<file path="src/rtl/cache_bus_pkg.sv">
// rtl/cache_bus_pkg.sv - shared constants and responder state type for the cache line bus
//
// Purpose: constants of the cache-to-arbiter line protocol (rw flag encoding,
// tag width, beats per line, line size) and the responder state enum.
// Ports: none (package).
package cache_bus_pkg;

  localparam logic READ       = 1'b1;
  localparam logic WRITE      = 1'b0;
  localparam int   TAGWIDTH   = 13;
  localparam int   BEATS      = 8;
  localparam int   LINE_BYTES = 64;

  typedef enum logic [2:0] {
    ST_IDLE,
    ST_RD_FILL,
    ST_WR_COLLECT,
    ST_WR_FLUSH,
    ST_WR_DONE
  } resp_state_e;

endpackage

</file>
<file path="src/rtl/line_buffer.sv">
// rtl/line_buffer.sv - one-line write-back data buffer (BEATS x WORDSIZE)
//
// Purpose: holds the data words of a write-back between collection and flush.
// Ports:
//   clk      clock
//   we_i     write enable
//   waddr_i  write word index
//   wdata_i  write word
//   raddr_i  read word index
//   rdata_o  read word (combinational)
module line_buffer #(
  parameter  int WORDSIZE = 64,
  parameter  int BEATS    = 8,
  localparam int IDXW     = $clog2(BEATS)
) (
  input  logic                clk,
  input  logic                we_i,
  input  logic [IDXW-1:0]     waddr_i,
  input  logic [WORDSIZE-1:0] wdata_i,
  input  logic [IDXW-1:0]     raddr_i,
  output logic [WORDSIZE-1:0] rdata_o
);

  // Pure storage: contents are only meaningful once written, so no reset.
  logic [WORDSIZE-1:0] words_q [BEATS];

  always_ff @(posedge clk) begin
    if (we_i) begin
      words_q[waddr_i] <= wdata_i;
    end
  end

  assign rdata_o = words_q[raddr_i];

endmodule

</file>
<file path="src/rtl/line_fill_responder.sv">
// rtl/line_fill_responder.sv - cache line fill / write-back responder on a word memory port
//
// Purpose: accepts line-fill reads and line write-backs from an L1 cache and
// turns each into BEATS word accesses on the memory port; fill data returns
// to the cache as single-cycle beats, write-backs end with a writeack pulse.
// Ports:
//   clk, reset                     clock, synchronous active-high reset
//   reqcyc/reqack/req/reqtag       cache request side (reqack one pulse per beat)
//   respcyc/respack/resp/resptag   fill beat return (respack never stalls)
//   writeack                       write-back committed pulse
//   mem_req/mem_we/mem_addr/mem_wdata/mem_gnt   word access request
//   mem_rvalid/mem_rdata           in-order read data return
module line_fill_responder #(
  parameter int WORDSIZE = 64,
  parameter int TAGWIDTH = cache_bus_pkg::TAGWIDTH,
  parameter int BEATS    = cache_bus_pkg::BEATS
) (
  input  logic                clk,
  input  logic                reset,
  input  logic                reqcyc,
  output logic                reqack,
  input  logic [WORDSIZE-1:0] req,
  input  logic [TAGWIDTH-1:0] reqtag,
  output logic                respcyc,
  input  logic                respack,
  output logic [WORDSIZE-1:0] resp,
  output logic [TAGWIDTH-1:0] resptag,
  output logic                writeack,
  output logic                mem_req,
  output logic                mem_we,
  output logic [WORDSIZE-1:0] mem_addr,
  output logic [WORDSIZE-1:0] mem_wdata,
  input  logic                mem_gnt,
  input  logic                mem_rvalid,
  input  logic [WORDSIZE-1:0] mem_rdata
);
  import cache_bus_pkg::*;

  localparam int LINEW = $clog2(LINE_BYTES);
  localparam int IDXW  = $clog2(BEATS);
  localparam int OFSW  = LINEW - IDXW;
  localparam int CNTW  = IDXW + 1;
  localparam logic [CNTW-1:0] LAST = CNTW'(BEATS - 1);
  localparam logic [CNTW-1:0] FULL = CNTW'(BEATS);

  resp_state_e state_q, state_d;

  // Only the line-aligned part of the address is kept; word offsets come
  // from the issue counter, so an access can never carry out of the line.
  logic [WORDSIZE-LINEW-1:0] base_q, base_d;
  logic [TAGWIDTH-1:0]       tag_q, tag_d;
  logic [CNTW-1:0]           icnt_q, icnt_d;
  logic [CNTW-1:0]           rcnt_q, rcnt_d;
  logic [CNTW-1:0]           wcnt_q, wcnt_d;
  logic                      reqack_q, reqack_d;
  logic                      respcyc_q, respcyc_d;
  logic [WORDSIZE-1:0]       resp_q, resp_d;
  logic [TAGWIDTH-1:0]       resptag_q, resptag_d;

  logic                      accept;
  logic                      grant;
  logic                      buf_we;
  logic [WORDSIZE-1:0]       buf_rdata;

  logic unused_respack;
  assign unused_respack = respack;

  // A beat is sampled only while reqack is low, so each beat costs at least
  // two cycles and reqack can never be high twice in a row.
  assign accept = reqcyc && !reqack_q;
  assign grant  = mem_req && mem_gnt;

  line_buffer #(
    .WORDSIZE (WORDSIZE),
    .BEATS    (BEATS)
  ) u_line_buffer (
    .clk     (clk),
    .we_i    (buf_we),
    .waddr_i (wcnt_q[IDXW-1:0]),
    .wdata_i (req),
    .raddr_i (icnt_q[IDXW-1:0]),
    .rdata_o (buf_rdata)
  );

  // State register
  always_ff @(posedge clk) begin
    if (reset) begin
      state_q <= ST_IDLE;
    end else begin
      state_q <= state_d;
    end
  end

  // Next-state logic
  always_comb begin
    state_d = state_q;
    unique case (state_q)
      ST_IDLE: begin
        if (accept) begin
          unique case (reqtag[TAGWIDTH-1])
            READ:  state_d = ST_RD_FILL;
            WRITE: state_d = ST_WR_COLLECT;
          endcase
        end
      end
      ST_RD_FILL: begin
        if (mem_rvalid && rcnt_q == LAST) state_d = ST_IDLE;
      end
      ST_WR_COLLECT: begin
        if (accept && wcnt_q == LAST) state_d = ST_WR_FLUSH;
      end
      ST_WR_FLUSH: begin
        if (grant && icnt_q == LAST) state_d = ST_WR_DONE;
      end
      ST_WR_DONE: state_d = ST_IDLE;
      default:    state_d = ST_IDLE;
    endcase
  end

  // Output logic: memory port and writeack follow the state directly
  always_comb begin
    mem_req   = 1'b0;
    mem_we    = 1'b0;
    mem_addr  = '0;
    mem_wdata = '0;
    writeack  = 1'b0;
    unique case (state_q)
      ST_RD_FILL: begin
        mem_req = (icnt_q < FULL);
      end
      ST_WR_FLUSH: begin
        mem_req   = (icnt_q < FULL);
        mem_we    = mem_req;
        mem_wdata = mem_req ? buf_rdata : '0;
      end
      ST_WR_DONE: writeack = 1'b1;
      default: ;
    endcase
    if (mem_req) begin
      mem_addr = {base_q, icnt_q[IDXW-1:0], {OFSW{1'b0}}};
    end
  end

  // Datapath next-state: latches, counters, registered handshake outputs
  always_comb begin
    base_d    = base_q;
    tag_d     = tag_q;
    icnt_d    = icnt_q;
    rcnt_d    = rcnt_q;
    wcnt_d    = wcnt_q;
    reqack_d  = 1'b0;
    respcyc_d = 1'b0;
    resp_d    = resp_q;
    resptag_d = resptag_q;
    buf_we    = 1'b0;
    unique case (state_q)
      ST_IDLE: begin
        if (accept) begin
          base_d   = req[WORDSIZE-1:LINEW];
          tag_d    = reqtag;
          reqack_d = 1'b1;
          icnt_d   = '0;
          rcnt_d   = '0;
          wcnt_d   = '0;
        end
      end
      ST_RD_FILL: begin
        if (grant) icnt_d = icnt_q + CNTW'(1);
        if (mem_rvalid) begin
          respcyc_d = 1'b1;
          resp_d    = mem_rdata;
          resptag_d = tag_q;
          rcnt_d    = rcnt_q + CNTW'(1);
        end
      end
      ST_WR_COLLECT: begin
        if (accept) begin
          buf_we   = 1'b1;
          reqack_d = 1'b1;
          wcnt_d   = wcnt_q + CNTW'(1);
        end
      end
      ST_WR_FLUSH: begin
        if (grant) icnt_d = icnt_q + CNTW'(1);
      end
      default: ;
    endcase
  end

  always_ff @(posedge clk) begin
    if (reset) begin
      base_q    <= '0;
      tag_q     <= '0;
      icnt_q    <= '0;
      rcnt_q    <= '0;
      wcnt_q    <= '0;
      reqack_q  <= 1'b0;
      respcyc_q <= 1'b0;
      resp_q    <= '0;
      resptag_q <= '0;
    end else begin
      base_q    <= base_d;
      tag_q     <= tag_d;
      icnt_q    <= icnt_d;
      rcnt_q    <= rcnt_d;
      wcnt_q    <= wcnt_d;
      reqack_q  <= reqack_d;
      respcyc_q <= respcyc_d;
      resp_q    <= resp_d;
      resptag_q <= resptag_d;
    end
  end

  assign reqack  = reqack_q;
  assign respcyc = respcyc_q;
  assign resp    = resp_q;
  assign resptag = resptag_q;

endmodule

</file>
<file path="config.mk">
export PLATFORM = sky130hd
export DESIGN_NAME = line_fill_responder
export DESIGN_NICKNAME = d
export VERILOG_FILES = /design/src/rtl/cache_bus_pkg.sv /design/src/rtl/line_buffer.sv /design/src/rtl/line_fill_responder.sv
export SDC_FILE = /design/constraint.sdc
export NUM_CORES = 1
export LEC_CHECK = 0
export ABC_AREA = 1
export CAP_MARGIN = 20
export CORE_MARGIN = 2
export CORE_UTILIZATION = 40
export CTS_CLUSTER_SIZE = 24
export DETAILED_ROUTE_END_ITERATION = 10
export PLACE_DENSITY = 0.61
export SYNTH_ARGS = -nofsm -noshare
export SYNTH_HDL_FRONTEND = slang
export SYNTH_SLANG_ARGS = --single-unit
</file>
<file path="constraint.sdc">
create_clock -name clk -period 8.3 [get_ports clk]
set_input_delay 1.66 -clock clk [delete_from_list [all_inputs] [get_ports clk]]
set_output_delay 1.66 -clock clk [all_outputs]
set_load 0.005 [all_outputs]
</file>
* Word level (Yosys, flattened, before mapping)
Memory sizes are Yosys's and may differ from the RTL's. A register that Yosys moved wholly into a read port is not among the register bits.
Cells that the tools add are included.
W data, S select, Z words.
** Cells by class
- Add/sub/neg operators :: 3
- $mul :: 0
- Divide/modulo/power cells :: 0
- Magnitude comparators :: 1
- Equal/unequal tests :: 14
- Shift-type cells :: 0
- Mux-type cells :: 26
- Bitwise operators :: 3
- Reduce and logical (&&, ||, !) cells :: 20
** Operator list (number)
- $mux W64 :: 3
- $pmux W4 S2 :: 3
- $mux W3 :: 6
- $mux W4 :: 4
- $add A4 B1 Y4 const B :: 3
- $eq A4 B3 Y1 const B :: 3
- $ne A2 B2 Y1 const B :: 6
- $pmux W3 S4 :: 1
- $reduce_and A3 Y1 :: 3
- $mux W1 :: 8
- $reduce_or A2 Y1 :: 4
- $eq A3 B2 Y1 const B :: 2
- $pmux W3 S2 :: 1
- $reduce_bool A2 Y1 :: 3
- $logic_and A1 B1 Y1 :: 5
- $lt A4 B4 Y1 const B :: 1
- $reduce_and A2 Y1 :: 2
- $reduce_and A4 Y1 :: 1
- $eq A3 B1 Y1 const B :: 1
- $eq A3 B3 Y1 const B :: 1
- $logic_not A3 Y1 :: 1
- $not A1 Y1 :: 3
- $ne A2 B1 Y1 const B :: 1
- $logic_not A1 Y1 :: 1
** Word-level totals
- Register bits :: 165
- Bits in latches :: 0
- RAM bits :: 512
- Memory bits (read-only) :: 0
- Input bits :: 147
- Output and inout bits :: 210
- Logic and storage cells :: 78
- Memories kept :: 1
** Memory list
- u_line_buffer.words_q :: depth 8, width 64, rd ports 1, clocked after memory_dff 1, write ports 1, line line_buffer.sv:25 : logic [WORDSIZE-1:0] words_q [BEATS];

* Longest topological paths before layout
- Word-level depth :: 8
- Gate-level depth with buffers :: 9
- Depth with buffers taken out :: 9

* Modules after synthesis
From an unflattened synthesis, not the netlist that was laid out.
** Second synthesis, totals
- Cells, all modules :: 3208
- Area total of the unflattened synthesis :: 29255.6 µm²
** Modules (own cells, without submodules)
- line_buffer :: times used 1, cells each 2230, area an instance 22376.5 µm², seq. area each 15374.7 µm²
- line_fill_responder :: times used 1, cells each 978, area an instance 6879.1 µm², seq. area each 3303.2 µm²

* Worst setup path before layout
Ideal clock, no wire load.
- Path type :: input to register
- Start :: input port reqcyc
- End :: memory u_line_buffer.words_q[0][0] (enable)
- Library setup time :: 0.565 ns
- Arrival time :: 6.483 ns
- Required time :: 7.735 ns
- Slack :: 1.252 ns
- Cell stages on the path :: 6
- Path buffers :: 0
- Path through :: inv_1 -> nor2_1 -> nand2_1 -> inv_1 -> nand2_1 -> nor3_1
** Between the ends
- Word-level cells in the longest chain between the ends :: 5
** Ends and longest elaborated chain
- from (decl) :: line line_fill_responder.sv:20 : input logic reqcyc,
- $logic_and A1 B1 Y1 :: line line_fill_responder.sv:70 : assign accept = reqcyc && !reqack_q;
- $mux W1 :: line line_fill_responder.sv:177 : if (accept) begin
- $mux W1 :: line line_fill_responder.sv:156 : unique case (state_q)
- $mux W1 :: line line_buffer.sv:28 : if (we_i) begin
- $mux W1 (not written as such) :: line line_buffer.sv:29 : words_q[waddr_i] <= wdata_i;
- to (decl) :: line line_buffer.sv:25
No other way between the ends.

==> results_dict.tcl <==
set metrics [dict create \
    outcome "complete, no violations" \
    cts_sinks 680 \
    rows 94 \
    drtIter0Drc 1148 \
    cp_slowest_stage_delay_ns 0.82 \
    fin_ws_ns 2.462 \
    hpwl_mm 38.45 \
    path_clk_slew_ns 0.06 \
    finalCritPeriodShare_pct 70.34 \
    num_antenna_cells 0 \
    synth_cells 2369 \
    start_util_pct 40.26 \
    syn_to_final_growth_pct 24.24 \
    grt_pass1_vias 18150 \
    final_max_slew_viol_count 0 \
    hold_viol 0 \
    drive_above_1_share_pct 5.850 \
    clockBufferDepth 3 \
    start_kind "flip-flop" \
    grt_pass1_wl_mm 105.1 \
    crit_chain "buf_4 -> buf_4 -> o21ai_0 -> o22ai_1 -> nor2_1 -> nor2_1 -> clkdlybuf4s50_1" \
    synth-main-ff-cell "edfxtp_1" \
    path_class "flip-flop to output port" \
    core-area_um2 65630 \
    fmax_mhz 171.3 \
    finalSetupViolations 0 \
    numCtsBuffers 73 \
    vias 18360 \
    finalPower_mw 9.443 \
    viasPerCell 5.126 \
    skew_ns 0.01807 \
    avgSynthCellArea_um2 11.15 \
    path_max_fanout 84 \
    h-tree-depth 3 \
    async_flop_share_pct 0 \
    worstPathRequired_ns 6.64 \
    cts_resized 0 \
    yosys_warnings 0 \
    clock_latency_ns 0.61 \
    p_leak_nw 10.96 \
    whs_ns 0.4501 \
    placedCellCount 3451 \
    num_io_pins 357 \
    placed_area_um2 30460 \
    dp_slack_ns 3.053 \
    grt_usage_pct 20.19 \
    overflow 0 \
    yosys_register_bits 680 \
    antenna_found_initial 2 \
    finalNonFillerCells 3582 \
    synth_cell_types 33 \
    wl_mm 69.86 \
    drc 0 \
    min_period_ns 5.838 \
    fin_util_pct 50.02 \
    post-cts-setup-buffers 0 \
    firstDrtPassIters 5 \
    io_buffer_count 352 \
    synth_edf_count 512 \
    grt_max_degree 108 \
    post_drt_wl_per_cell_um 19.50 \
    p_per_area_nw_per_um2 287.7 \
    fin_area_um2 32830 \
    nets 2812 \
    setup_tns_ns 0 \
    rsz0062_at_grt "false" \
    cts_root_buffer "clkbuf_16" \
    die_area_um2 68120 \
    slowest_stage "buf_4" \
    cts_tree "built" \
    hp-class "flip-flop to flip-flop" \
    relSlewSlack_pct 25.94 \
    netlist_area_um2 26420 \
    cp-end-kind "output port" \
    die_w_um 261.0 \
    worst_pin_slew_ns 1.111 \
    ir_drop_mv 0.1881 \
    cp.arrival_ns 4.18 \
    gp_congestion 0.7931 \
    maxCapViolCount 0 \
    die_h_um 261.0 \
    cts_hold_buf 0 \
    ys_seq_area_share_pct 70.92 \
    ant_nets 0 \
]
## synthesized netlist by cell type, types with 5 or more instances
cell type  instances  area, µm²
o22ai_1           64      400.4
edfxtp_1         512      15370
a21oi_1           69      345.3
clkbuf_1          81      304.0
inv_1             80      300.3
nor3_1             6      30.03
buf_1              9      33.78
clkbuf_2           5      25.02
buf_2             35      175.2
o21ai_0          395       1977
dfxtp_1          168       3363
nor2_1           713       2676
buf_6             17      191.4
buf_4             13      97.59
o21ai_1           14      70.07
o211ai_1          64      480.5
nand2_1           94      352.8
inv_2              6      22.52
## critical path: cells and delay by family, from the launching register on
| family | cells | cell delay (ns) |
|---|---|---|
| AND/OR/NAND/NOR | 2 | 0.40 |
| AO/OA/AOI/OAI | 2 | 0.42 |
| flip-flops | 1 | 0.62 |
| buffers and inverters | 3 | 2.03 |
## power breakdown
part           switching (mW)  internal (mW)  leakage (nW)
Combinational            1.34          0.799          3.80
Sequential              0.168           3.92          5.99
Clock                    1.30           1.92          1.17
## layer usage
layer	share of wire (%)	wire length, µm	global-route usage [%]
met1	41	28980	25.34
met2	49	34050	34.50
met3	7.9	5487	5.207
met4	1.9	1345	5.919
met5	0	0	0
## path summary, 6_finish.rpt
check	startpoint	cells after the start	to	slack [ns]
setup / recovery	flip-flop	7	mem_wdata[53]	2.46
hold / removal	base_q[7]	2	base_q[7]	0.45
setup reg to reg	state_q[0]	8	u_line_buffer.words_q[4][23]	5.19
hold reg to reg	base_q[7]	2	base_q[7]	0.45
## registers in the layout, indices dropped and copies added, names as in the netlist, named ones only
register / count
u_line_buffer.words_q: 512
resp: 64
state_q: 3
icnt_q: 4
rcnt_q: 4
base_q: 58
resptag: 13
wcnt_q: 4
respcyc: 1
tag_q: 13
reqack: 1
## kinds of logic (layout without fill, tap and decap cells)
family          after synthesis  in the layout  synth area share [%]
compound gates              608            608                 12.45
xor+xnor                      2              2               0.06631
fa+ha+maj                     3              3                0.1421
buf+inv                     248            595                 4.466
flops                       680            680                 70.92
other cells                   1              3               0.01419
simple gates                827            827                 11.94
## final cells by class
| cell class | count | area (µm²) |
|---|---|---|
| tap | 864 | 1081 |
| timing repair buffer | 378 | 3719 |
| fill | 5767 | 32800 |
| sequential | 680 | 18750 |
| clock buffer | 100 | 2047 |
| inverter | 86 | 330.3 |
| multi-input combinational | 1443 | 6578 |
| clock inverter | 31 | 321.6 |
## cell usage in the layout, fill, tap and decap left out, types with 3 or more instances in the layout
cell	count
bufinv_16	6
dfxtp_1	165
nor2_1	709
nand2_1	94
o21ai_0	395
nor2_4	6
clkinv_1	9
clkbuf_16	75
buf_4	26
clkbuf_8	7
edfxtp_1	512
nand3_1	3
clkdlybuf4s50_1	352
o211ai_1	64
a21oi_1	69
dfxtp_4	3
clkbuf_1	15
nor3_2	4
inv_1	79
inv_6	4
conb_1	3
clkinv_2	10
o21ai_1	14
o22ai_1	64
inv_2	5
ha_1	3
Power figures use the tool's default switching activity.
